$ cat src/rtl/word_unpacker_pkg.sv
`default_nettype none
// ============================================================================
//  Module      : word_unpacker_pkg
//  Description : Shared constants, state type and helpers for word_unpacker.
//  Revision    : 1.0 - initial release
// ============================================================================
package word_unpacker_pkg;

    localparam int DEF_BYTE_W = 8;
    localparam int DEF_LANES  = 4;

    typedef enum logic [0:0] {
        ST_IDLE = 1'b0,
        ST_EMIT = 1'b1
    } state_e;

    // Lane-index width: never narrower than one bit, even for a single lane.
    function automatic int lane_idx_w(input int lanes);
        return (lanes > 1) ? $clog2(lanes) : 1;
    endfunction

endpackage
`default_nettype wire

$ cat src/rtl/word_unpacker_rep_detect.sv
`default_nettype none
// ============================================================================
//  Module      : rep_detect
//  Description : Combinational check that a word is {LANES{lane0}}.
//  Revision    : 1.0 - initial release
// ============================================================================
module rep_detect
    import word_unpacker_pkg::*;
#(
    parameter int BYTE_W = DEF_BYTE_W,
    parameter int LANES  = DEF_LANES
) (
    input  logic [LANES*BYTE_W-1:0] word_i,
    output logic                    rep_o,
    output logic [BYTE_W-1:0]       lane0_o
);

    logic [LANES-1:0] w_eq;

    assign lane0_o = word_i[BYTE_W-1:0];
    assign w_eq[0] = 1'b1;

    // Compare every higher lane against lane 0.
    for (genvar k = 1; k < LANES; k++) begin : g_cmp
        assign w_eq[k] = (word_i[k*BYTE_W +: BYTE_W] == word_i[BYTE_W-1:0]);
    end

    assign rep_o = &w_eq;

endmodule
`default_nettype wire

$ cat src/rtl/word_unpacker.sv
`default_nettype none
// ============================================================================
//  Module      : word_unpacker
//  Description : Splits a LANES*BYTE_W word into BYTE_W beats, lane 0 first;
//                replicated words may be collapsed to a single beat.
//  Revision    : 1.0 - initial release
// ============================================================================
module word_unpacker
    import word_unpacker_pkg::*;
#(
    parameter int BYTE_W = DEF_BYTE_W,
    parameter int LANES  = DEF_LANES,
    localparam int LW    = lane_idx_w(LANES)
) (
    input  logic                    clk,
    input  logic                    rst,
    input  logic                    in_valid,
    output logic                    in_ready,
    input  logic [LANES*BYTE_W-1:0] in_data,
    input  logic                    compress,
    output logic                    out_valid,
    input  logic                    out_ready,
    output logic [BYTE_W-1:0]       out_data,
    output logic [LW-1:0]           out_lane,
    output logic                    out_last,
    output logic                    out_rep
);

    localparam logic [LW-1:0] c_LAST_LANE = LW'(LANES - 1);

    state_e                    state_q, state_d;
    logic [LANES*BYTE_W-1:0]   word_q,  word_d;
    logic [LW-1:0]             lane_q,  lane_d;
    logic                      comp_q,  comp_d;
    logic                      rep_q,   rep_d;

    logic                      w_rep;
    logic [BYTE_W-1:0]         w_lane0;
    logic                      w_in_xfer;
    logic                      w_out_xfer;
    logic [BYTE_W-1:0]         w_lanes [LANES];

    rep_detect #(
        .BYTE_W (BYTE_W),
        .LANES  (LANES)
    ) u_rep_detect (
        .word_i  (in_data),
        .rep_o   (w_rep),
        .lane0_o (w_lane0)
    );

    for (genvar k = 0; k < LANES; k++) begin : g_lanes
        assign w_lanes[k] = word_q[k*BYTE_W +: BYTE_W];
    end

    // Output view of the held word; everything reads zero while idle.
    always_comb begin
        out_valid = (state_q == ST_EMIT);
        out_lane  = out_valid ? lane_q : '0;
        out_data  = out_valid ? w_lanes[lane_q] : '0;
        out_last  = out_valid && ((lane_q == c_LAST_LANE) || comp_q);
        out_rep   = rep_q;
        in_ready  = (state_q == ST_IDLE) || (out_valid && out_ready && out_last);
    end

    assign w_in_xfer  = in_valid && in_ready;
    assign w_out_xfer = out_valid && out_ready;

    // Next-state: load on input transfer, step lanes on output transfer.
    always_comb begin
        state_d = state_q;
        word_d  = word_q;
        lane_d  = lane_q;
        comp_d  = comp_q;
        rep_d   = rep_q;
        if (w_in_xfer) begin
            state_d = ST_EMIT;
            // A collapsed word is rebuilt from lane 0 so the held value is canonical.
            word_d  = (compress && w_rep) ? {LANES{w_lane0}} : in_data;
            lane_d  = '0;
            comp_d  = compress && w_rep;
            rep_d   = w_rep;
        end else if (w_out_xfer) begin
            if (out_last) begin
                state_d = ST_IDLE;
                lane_d  = '0;
                comp_d  = 1'b0;
                rep_d   = 1'b0;
            end else begin
                lane_d  = lane_q + LW'(1);
            end
        end
    end

    // State and holding registers; reset discards any held word.
    always_ff @(posedge clk or posedge rst) begin
        if (rst) begin
            state_q <= ST_IDLE;
            word_q  <= '0;
            lane_q  <= '0;
            comp_q  <= 1'b0;
            rep_q   <= 1'b0;
        end else begin
            state_q <= state_d;
            word_q  <= word_d;
            lane_q  <= lane_d;
            comp_q  <= comp_d;
            rep_q   <= rep_d;
        end
    end

endmodule
`default_nettype wire
$ cat config.mk
export PLATFORM = sky130hd
export DESIGN_NAME = word_unpacker
export DESIGN_NICKNAME = d
export VERILOG_FILES = /design/src/rtl/word_unpacker_pkg.sv /design/src/rtl/word_unpacker_rep_detect.sv /design/src/rtl/word_unpacker.sv
export SDC_FILE = /design/constraint.sdc
export NUM_CORES = 1
export LEC_CHECK = 0
export CAP_MARGIN = 20
export CORE_UTILIZATION = 50
export CTS_CLUSTER_SIZE = 25
export DETAILED_ROUTE_END_ITERATION = 10
export GPL_TIMING_DRIVEN = 0
export HOLD_SLACK_MARGIN = 0.1
export PLACE_DENSITY = 0.91
export SLEW_MARGIN = 20
export SYNTH_ARGS = -nofsm -noshare
export SYNTH_HDL_FRONTEND = slang
export SYNTH_SLANG_ARGS = --single-unit
$ cat constraint.sdc
create_clock -name clk -period 2.6 [get_ports clk]
set_input_delay 0.26 -clock clk [delete_from_list [all_inputs] [get_ports clk]]
set_output_delay 0.26 -clock clk [all_outputs]
set_load 0.01 [all_outputs]
# Word-level counts from Yosys, hierarchy flattened
# Cells that the tools add are included.
op_classes:
  n_mux: 14
  n_mul: 0
  shifts: 0
  reduce_logical: 11
  bitwise_logic: 2
  order_cmp: 1
  eq_ne: 4
  add_sub_neg: 1
  div: 0
ops:
  columns: ["op", "count"]
  rows:
  - ["$mux 32", 1]
  - ["$eq 8x8->1", 3]
  - ["$mux 8", 3]
  - ["$bmux 8 s2", 1]
  - ["$mux 2", 4]
  - ["$logic_and 1x1->1", 5]
  - ["$mux 1", 5]
  - ["$reduce_bool 2->1", 2]
  - ["$ge 3x3->1 const B", 1]
  - ["$not 2->3", 1]
  - ["$reduce_and 3->1", 1]
  - ["$add 2x1->2 const B", 1]
  - ["$eq 2x2->1 const B", 1]
  - ["$logic_or 1x1->1", 2]
  - ["$reduce_and 2->1", 1]
  - ["$not 1->1", 1]
word_totals:
  latch_bits: 0
  ram_bits: 0
  regBits: 37
  inputBits: 37
  n_memories: 0
  rom_bits: 0
  out_inout_bits: 14
  wordCells: 38

# Longest topological paths before layout
# Gate-level depths: netlist of run 1.
depth:
  word_depth: 8
  ltp_mapped: 7

# By module
# Synthesis of run 1 repeated with hierarchy kept, for this count alone.
hier_totals:
  cells_unflattened: 240
  hier_area_um2: 2352.3
by_module_without_submodules:
  columns: ["mod", "n_inst", "cells_each", "seq_area_each_um2", "area_each_um2"]
  rows:
  - ["word_unpacker", 1, 200, 925.9, 2077.0]
  - ["rep_detect", 1, 40, 0.0, 275.3]

# Least setup slack after synthesis of run 1
# No wires, ideal clock.
synth_timing:
  path_type: "register -> register"
  start: "reg lane_q[0]"
  end: "reg word_q[0]"
  arrival_time_ps: 2011
  path_slack_ps: 465
  path_stages_with_launch: 8
  path_buffers: 2
  setup_time_ps: 125
  required_ps: 2475
  path_cell_list: "dfrtp_1 > ha_1 > o21ai_0 > nand2_1 > nand2_1 > clkbuf_1 > buf_2 > mux2_2"
synth_between:
  elab_chain_cells: 6
synth_lines:
  columns: ["element", "line_no", "text"]
  rows:
  - ["from (decl)", "word_unpacker.sv:33", "logic [LW-1:0] lane_q, lane_d;"]
  - ["from (signal assigned)", "word_unpacker.sv:106", "lane_q <= lane_d;"]
  - ["$eq 2x2->1", "word_unpacker.sv:61", "out_last = out_valid && ((lane_q == c_LAST_LANE) || comp_q);"]
  - ["$logic_or 1x1->1", "word_unpacker.sv:61", null]
  - ["$logic_and 1x1->1", "word_unpacker.sv:61", null]
  - ["$logic_and 1x1->1", "word_unpacker.sv:63", "in_ready = (state_q == ST_IDLE) || (out_valid && out_ready && out_last);"]
  - ["$logic_or 1x1->1", "word_unpacker.sv:63", null]
  - ["net in_ready", "word_unpacker.sv:18", "output logic in_ready,"]
  - ["$logic_and 1x1->1", "word_unpacker.sv:66", "assign w_in_xfer = in_valid && in_ready;"]
  - ["to (signal assigned)", "word_unpacker.sv:105", "word_q <= word_d;"]
  - ["to (decl)", "word_unpacker.sv:32", "logic [LANES*BYTE_W-1:0] word_q, word_d;"]
# The timed path passes the listed nets, and every way through them passes these cells.
# A chain may end at the register's enable or synchronous reset.

# Worst setup path after layout of run 1
layout_timing:
  start: "reg lane_q[0]"
  end: "out out_data[2]"
layout_between:
  elab_chain_cells: 5
layout_lines:
  columns: ["element", "line_no", "text"]
  rows:
  - ["$not 2->3 (not written as such)", "word_unpacker.sv:60", "out_data = out_valid ? w_lanes[lane_q] : '0;"]
  - ["$bmux 8 s2", "word_unpacker.sv:60", null]
  - ["$mux 8 (not written as such) (2 in series)", "word_unpacker.sv:60", null]
  - ["$mux 8", "word_unpacker.sv:60", null]
  - ["to (decl)", "word_unpacker.sv:23", "output logic [BYTE_W-1:0] out_data,"]
# No other way between the ends. The select of a mux whose other input is x is not followed.

==> results.yml, run 1 <==
global_route:
  grt_pass1_vias: 1734
  track_usage: 0.263
  antenna_found_initial: 0
  grt_overflow: 0
  grt_pass1_wl_mm: 8.48
  grt_max_degree: 38
setup_path:
  worstPathCellList: "buf_2 -> mux4_2 -> and2_1 -> clkdlybuf4s50_1"
  path_buf_inv: 2
  cp_top_family: "buffers and inverters"
  worstSetupStartpointType: "flop"
  crit_slowest_cell: "mux4_2"
  reg2reg_depth: 7
  crit_required_ns: 2.34
  worstReg2RegStart: "lane_q[0]$_DFFE_PP0P_"
  r2r_setup_slack_ns: 0.24
  critPathMaxFanout: 10
  regToRegEndpoint: "word_q[4]$_DFFE_PP0P_"
  cp.arrival_ns: 2.24
  crit_path_end_kind: "primary output"
  worstSetupPathType: "reg2out"
  critPathMaxStageDelay_ns: 0.53
placement:
  place_area_um2: 2670
  io_buffers: 49
  routabilityCongestion: 0.861
  dpl.hpwl_mm: 3.76
synthesis:
  synth_area_leaders: "dfrtp_1, mux4_2, and2_1"
  synth.avg_cell_area_um2: 11.5
  synth_edf_count: 0
  async_flop_share: 1.00
  synth_area_leader_cell: "dfrtp_1"
  netlist.area_leader.share: 0.437
  syn_nets: 222
  syn_inst: 184
  synth_flop_cell: "dfrtp_1"
  yosysWarnings: 0
  synthDistinctLibCells: 35
  seq_area_frac_synth: 0.437
  synth_area_um2: 2120
  synth-seq-cells: 37
detailed_routing:
  drc: 0
  vias_per_cell: 6.10
  vias: 1775
  wire_per_inst_um: 17.8
  drt_iter0_markers: 157
  drt_pre_antenna_iters: 4
  antenna_left: 0
  finalWirelength_mm: 5.17
outcome:
  outcome: "completed"
finish:
  multi_input_area_um2: 1120
  fin_nets: 278
  syn_to_final_growth_pct: 30.3
  layout-drive-gt1-share: 0.212
  fillers: 310
  diodes: 0
  design_area_um2: 2760
  regArea_um2: 926
power_and_ir_drop:
  p_int_mw: 1.83
  clkPwrFrac: 0.148
  p_sw_mw: 0.816
  switching_share: 0.309
  p_total_mw: 2.64
  power_density_nw_per_um2: 957
  p_comb_frac: 0.488
  p_seq_frac: 0.364
  peakVddDrop_mv: 0.517
  leakage_nw: 1.19
die:
  start_util: 0.526
  die_h_um: 67.1
  std_cell_rows: 23
  die_w_um: 67.1
  die_area_um2: 4510
  coreArea_um2: 4030
  io_pins: 51
sta:
  drv_slew: 0
  tightest_slew_ns: 0.751
  max_freq_mhz: 400
  skew_ns: 0.0131
  setup_viol: 0
  rsz0062_at_grt: "no"
  post-route-period-util: 0.962
  hold_violations: 0
  fin_crit_ns: 2.50
  slew_headroom: 0.499
clock_tree:
  postCtsHoldBufs: 0
  cts_max_path_buffers: 2
  clkSinkCount: 37
  postCtsSetupBuffers: 0
  cts-root-buf: "clkbuf_8"
  htreeDepth: 2
  cts.clk_slew.worst_paths_ns: 0.08
  cts_buffers: 5
  cts_tree: "yes"
  clkLatencyLatePin_ns: 0.30
job:
  max_cap_violations: 0
worst_hold_path:
  holdCritStartpoint: "compress"
  holdPathEnd: "comp_q$_DFFE_PP0P_"
  hold_path_depth: 3
  min_path_type: "in2reg"
cell usage after synthesis (all sizes together) (5+ instances only):
library cell and number:
dfrtp 37, and2 23, a211o 13, nand2 13, a221o 12, nand3 9
nor4 9, mux2 8, mux4 8, or3 7, xor2 7, clkbuf 6
buf 5
cell families after synthesis:
logic type | count (synthesis) | synth area share
and+or+nand+nor | 71 | 0.192
buffers and inverters | 14 | 0.0372
xor gates and xnor gates | 7 | 0.0289
AOI/OAI and AO/OA | 37 | 0.167
muxes | 17 | 0.132
DFF | 37 | 0.437
adders and majority gates | 1 | 0.00590
sequential cells by signal, summed over array words and instances, names as in the netlist:
| register | count |
|---|---|
| comp_q | 1 |
| lane_q | 2 |
| out_rep | 1 |
| out_valid | 1 |
| word_q | 32 |
power by group through the flow:
stage	clock network, mW	registers [mW]	logic [mW]
5_1_grt	0.429	0.994	1.39
3_5_place_dp	0	0.968	1.29
3_3_place_gp	0	0.949	1.26
4_1_cts	0.394	0.959	1.30
2_1_floorplan	0	0.917	0.835
6_report	0.391	0.961	1.29
timing repair:
action                                  4_1_cts  5_1_grt
resized for setup                             2        3
cloned                                        0        0
endpoints found under the setup margin        7       17
layout make-up:
type	instances	area share
clock buffers	6	0.0263
inverters	3	0.00408
plain buffers	11	0.0258
flip-flops and latches	37	0.335
well taps	50	0.0226
multi-input cells	133	0.405
repair buffers	49	0.178
clock inverters	2	0.00362
through the flow:
| step | hold WS, ns | std cells | setup WS, ns | setup TNS, ns | utilization |
|---|---|---|---|---|---|
| floorplan | 0.360 | 184 | 0.465 | 0 | - |
| global placement | 0.484 | 283 | -0.0147 | -0.0481 | 0.664 |
| detailed placement | 0.492 | 283 | -0.0673 | -0.360 | 0.664 |
| CTS | 0.274 | 291 | 0.0245 | 0 | 0.685 |
| global route | 0.284 | 291 | 0.00376 | 0 | 0.686 |
| finish | 0.272 | 291 | 0.0980 | 0 | 0.686 |
worst max-delay path by stage:
stage	from	to	slack [ns]	depth (start not counted)
3_3_place_gp	in_data[2]	word_q[12]$_DFFE_PP0P_	-0.01	6
5_1_grt	lane_q[0]$_DFFE_PP0P_	out_data[3]	0.004	4
4_1_cts	lane_q[0]$_DFFE_PP0P_	word_q[4]$_DFFE_PP0P_	0.02	7
6_report	lane_q[0]$_DFFE_PP0P_	out_data[2]	0.1	4
3_5_place_dp	in_data[2]	word_q[11]$_DFFE_PP0P_	-0.07	6
2_1_floorplan	lane_q[0]$_DFFE_PP0P_	word_q[0]$_DFFE_PP0P_	0.46	7
placed cells by master (no fill, tap or decap), types with 2 or more instances in the layout:
master | Yosys | layout
a221o_2 | 12 | 12
nor2_1 | 2 | 2
clkbuf_1 | 5 | 5
mux2_2 | 8 | 8
buf_2 | 1 | 3
clkinv_2 | 0 | 2
and2_1 | 22 | 22
a22oi_1 | 3 | 3
clkbuf_8 | 1 | 6
mux4_2 | 8 | 8
nand2_1 | 13 | 12
nand3_1 | 9 | 9
nor2b_1 | 2 | 2
clkdlybuf4s50_1 | 0 | 49
buf_6 | 2 | 2
or3_1 | 7 | 7
a211o_1 | 11 | 11
xor2_1 | 7 | 7
nor4_1 | 9 | 9
o21ai_0 | 4 | 4
inv_1 | 3 | 2
dfrtp_1 | 37 | 37
a22o_1 | 2 | 2
a211o_2 | 2 | 2
worst reg2reg max path: stages, from the launching register on:
cell and delay, ns:
dfrtp_1 0.43, ha_1 0.23, o21ai_0 0.26, nand2_1 0.18, nand2_2 0.19, clkbuf_2 0.26
buf_2 0.31, mux2_2 0.37
layer usage:
metal	GRT usage	up-vias	wire length, µm
met4	0.0904	0	57
met1	0.335	891	2230
met3	0.0668	7	281
met5	0	-	0
met2	0.434	58	2600
li1	-	819	-
Power figures use the tool's default switching activity.
==> run 2: changes to the inputs <==
--- a/config.mk
+++ b/config.mk
@@ -12,7 +12,7 @@
 export GPL_TIMING_DRIVEN = 0
 export HOLD_SLACK_MARGIN = 0.1
 export PLACE_DENSITY = 0.91
-export SLEW_MARGIN = 20
+export SLEW_MARGIN = 40
 export SYNTH_ARGS = -nofsm -noshare
 export SYNTH_HDL_FRONTEND = slang
 export SYNTH_SLANG_ARGS = --single-unit
==> run 2 against run 1 <==
Effect of this change:
- die area did not move
- largest power group unchanged
- largest cell class unchanged
- clock skew barely moved
- fmax barely moved
==> results.yml, run 2 (synthesized netlist as in run 1, its figures left out) <==
outcome:
  outcome: "completed"
detailed_routing:
  antenna_left: 0
  drc: 0
  drt_pre_antenna_iters: 4
  vias_per_cell: 6.10
  vias: 1775
  wire_per_inst_um: 17.8
  finalWirelength_mm: 5.17
  drt_iter0_markers: 157
placement:
  routabilityCongestion: 0.861
  place_ws_ns: -0.0673
  place_area_um2: 2670
  io_buffers: 49
  dpl.hpwl_mm: 3.76
setup_path:
  crit_path_end_kind: "primary output"
  worstSetupStartpointType: "flop"
  worstSetupPathType: "reg2out"
  critPathMaxFanout: 10
  r2r_setup_slack_ns: 0.24
  worstReg2RegStart: "lane_q[0]$_DFFE_PP0P_"
  regToRegEndpoint: "word_q[4]$_DFFE_PP0P_"
  crit_required_ns: 2.34
  cp.arrival_ns: 2.24
  reg2reg_depth: 7
sta:
  max_freq_mhz: 400
  tightest_slew_ns: 0.617
  hold_violations: 0
  rsz0062_at_grt: "no"
  setup-tns-final_ns: 0
  setup_viol: 0
  skew_ns: 0.0131
  post-route-period-util: 0.962
  drv_slew: 0
  slew_headroom: 0.585
  fin_crit_ns: 2.50
  holdWs_ns: 0.272
  fin_ws_ns: 0.0980
finish:
  design_area_um2: 2760
  fin_nets: 278
  diodes: 0
  layout-drive-gt1-share: 0.212
  top_register: "word_q"
  final_cell_mix: "clkdlybuf4s50_1, dfrtp_1, and2_1"
  largest_reg_flops: 32
  final_common_cell: "clkdlybuf4s50_1"
  syn_to_final_growth_pct: 30.3
  reg_top3: "word_q: 32 flops, lane_q: 2 flops"
power_and_ir_drop:
  p_total_mw: 2.64
  peakVddDrop_mv: 0.517
  power_density_nw_per_um2: 956
  leakage_nw: 1.19
die:
  io_pins: 51
  die_w_um: 67.1
  die_area_um2: 4510
  coreArea_um2: 4030
  die_h_um: 67.1
  start_util: 0.526
  std_cell_rows: 23
global_route:
  grt_max_degree: 38
  grt_pass1_wl_mm: 8.48
  track_usage: 0.263
  grt_overflow: 0
  grt_pass1_vias: 1734
  antenna_found_initial: 0
worst_hold_path:
  min_path_type: "in2reg"
  hold_path_depth: 3
  holdCritStartpoint: "compress"
  holdPathEnd: "comp_q$_DFFE_PP0P_"
clock_tree:
  cts.clk_slew.worst_paths_ns: 0.08
  postCtsHoldBufs: 0
  clkLatencyLatePin_ns: 0.30
  cts_buffers: 5
  htreeDepth: 2
  cts_tree: "yes"
  clkSinkCount: 37
  cts_max_path_buffers: 2
  cts-root-buf: "clkbuf_8"
job:
  max_cap_violations: 0
[run 2: cell count changes in the layout (fill, tap and decap cells not counted), sizes merged]
| cell | change |
|---|---|
| clkinv | +1 |
| inv | -1 |
[run 2: area by class of cell]
cell class	instances	area, µm²
fill	309	1260
multi-input combinational	133	1120
sequential	37	926
timing repair buffer	49	490
clock buffer	6	72.6
buffer	11	71.3
tap	50	62.6
inverter	3	12.5
clock inverter	2	10.0
[run 2: worst max-delay path by stage]
stage / from / to / depth (start not counted)
4_1_cts: lane_q[0]$_DFFE_PP0P_ / word_q[4]$_DFFE_PP0P_ / 7
2_1_floorplan: lane_q[0]$_DFFE_PP0P_ / word_q[0]$_DFFE_PP0P_ / 7
5_1_grt: lane_q[0]$_DFFE_PP0P_ / out_data[3] / 4
3_5_place_dp: in_data[2] / word_q[11]$_DFFE_PP0P_ / 6
3_3_place_gp: in_data[2] / word_q[12]$_DFFE_PP0P_ / 6
6_report: lane_q[0]$_DFFE_PP0P_ / out_data[2] / 4
[run 2: report_power, final]
part / switching (mW) / internal [mW]
clock network: 0.206 / 0.186
logic: 0.474 / 0.816
registers: 0.136 / 0.825
total: 0.816 / 1.83
[run 2: per-layer routing]
| layer | up-vias | share of wire | global-route usage |
|---|---|---|---|
| met5 | - | 0 | 0 |
| met4 | 0 | 0.011 | 0.0904 |
| met3 | 7 | 0.054 | 0.0668 |
| met2 | 58 | 0.50 | 0.434 |
| met1 | 891 | 0.43 | 0.335 |
| li1 | 819 | - | - |
[run 2: what timing repair did]
item,in CTS,in global routing
setup endpoints to repair,7,17
pin swaps,0,0
buffers inserted,0,0
resized for setup,2,3
[run 2: critical path, cell delays in order (launching register included)]
cell             delay [ns]
dfrtp_1                0.41
buf_2                  0.33
mux4_2                 0.53
and2_1                 0.18
clkdlybuf4s50_1        0.47
[run 2: through the flow]
stage / utilization / cells
5_1_grt: 0.686 / 291
3_3_place_gp: 0.664 / 283
2_1_floorplan: - / 184
3_5_place_dp: 0.664 / 283
4_1_cts: 0.685 / 291
6_report: 0.686 / 291
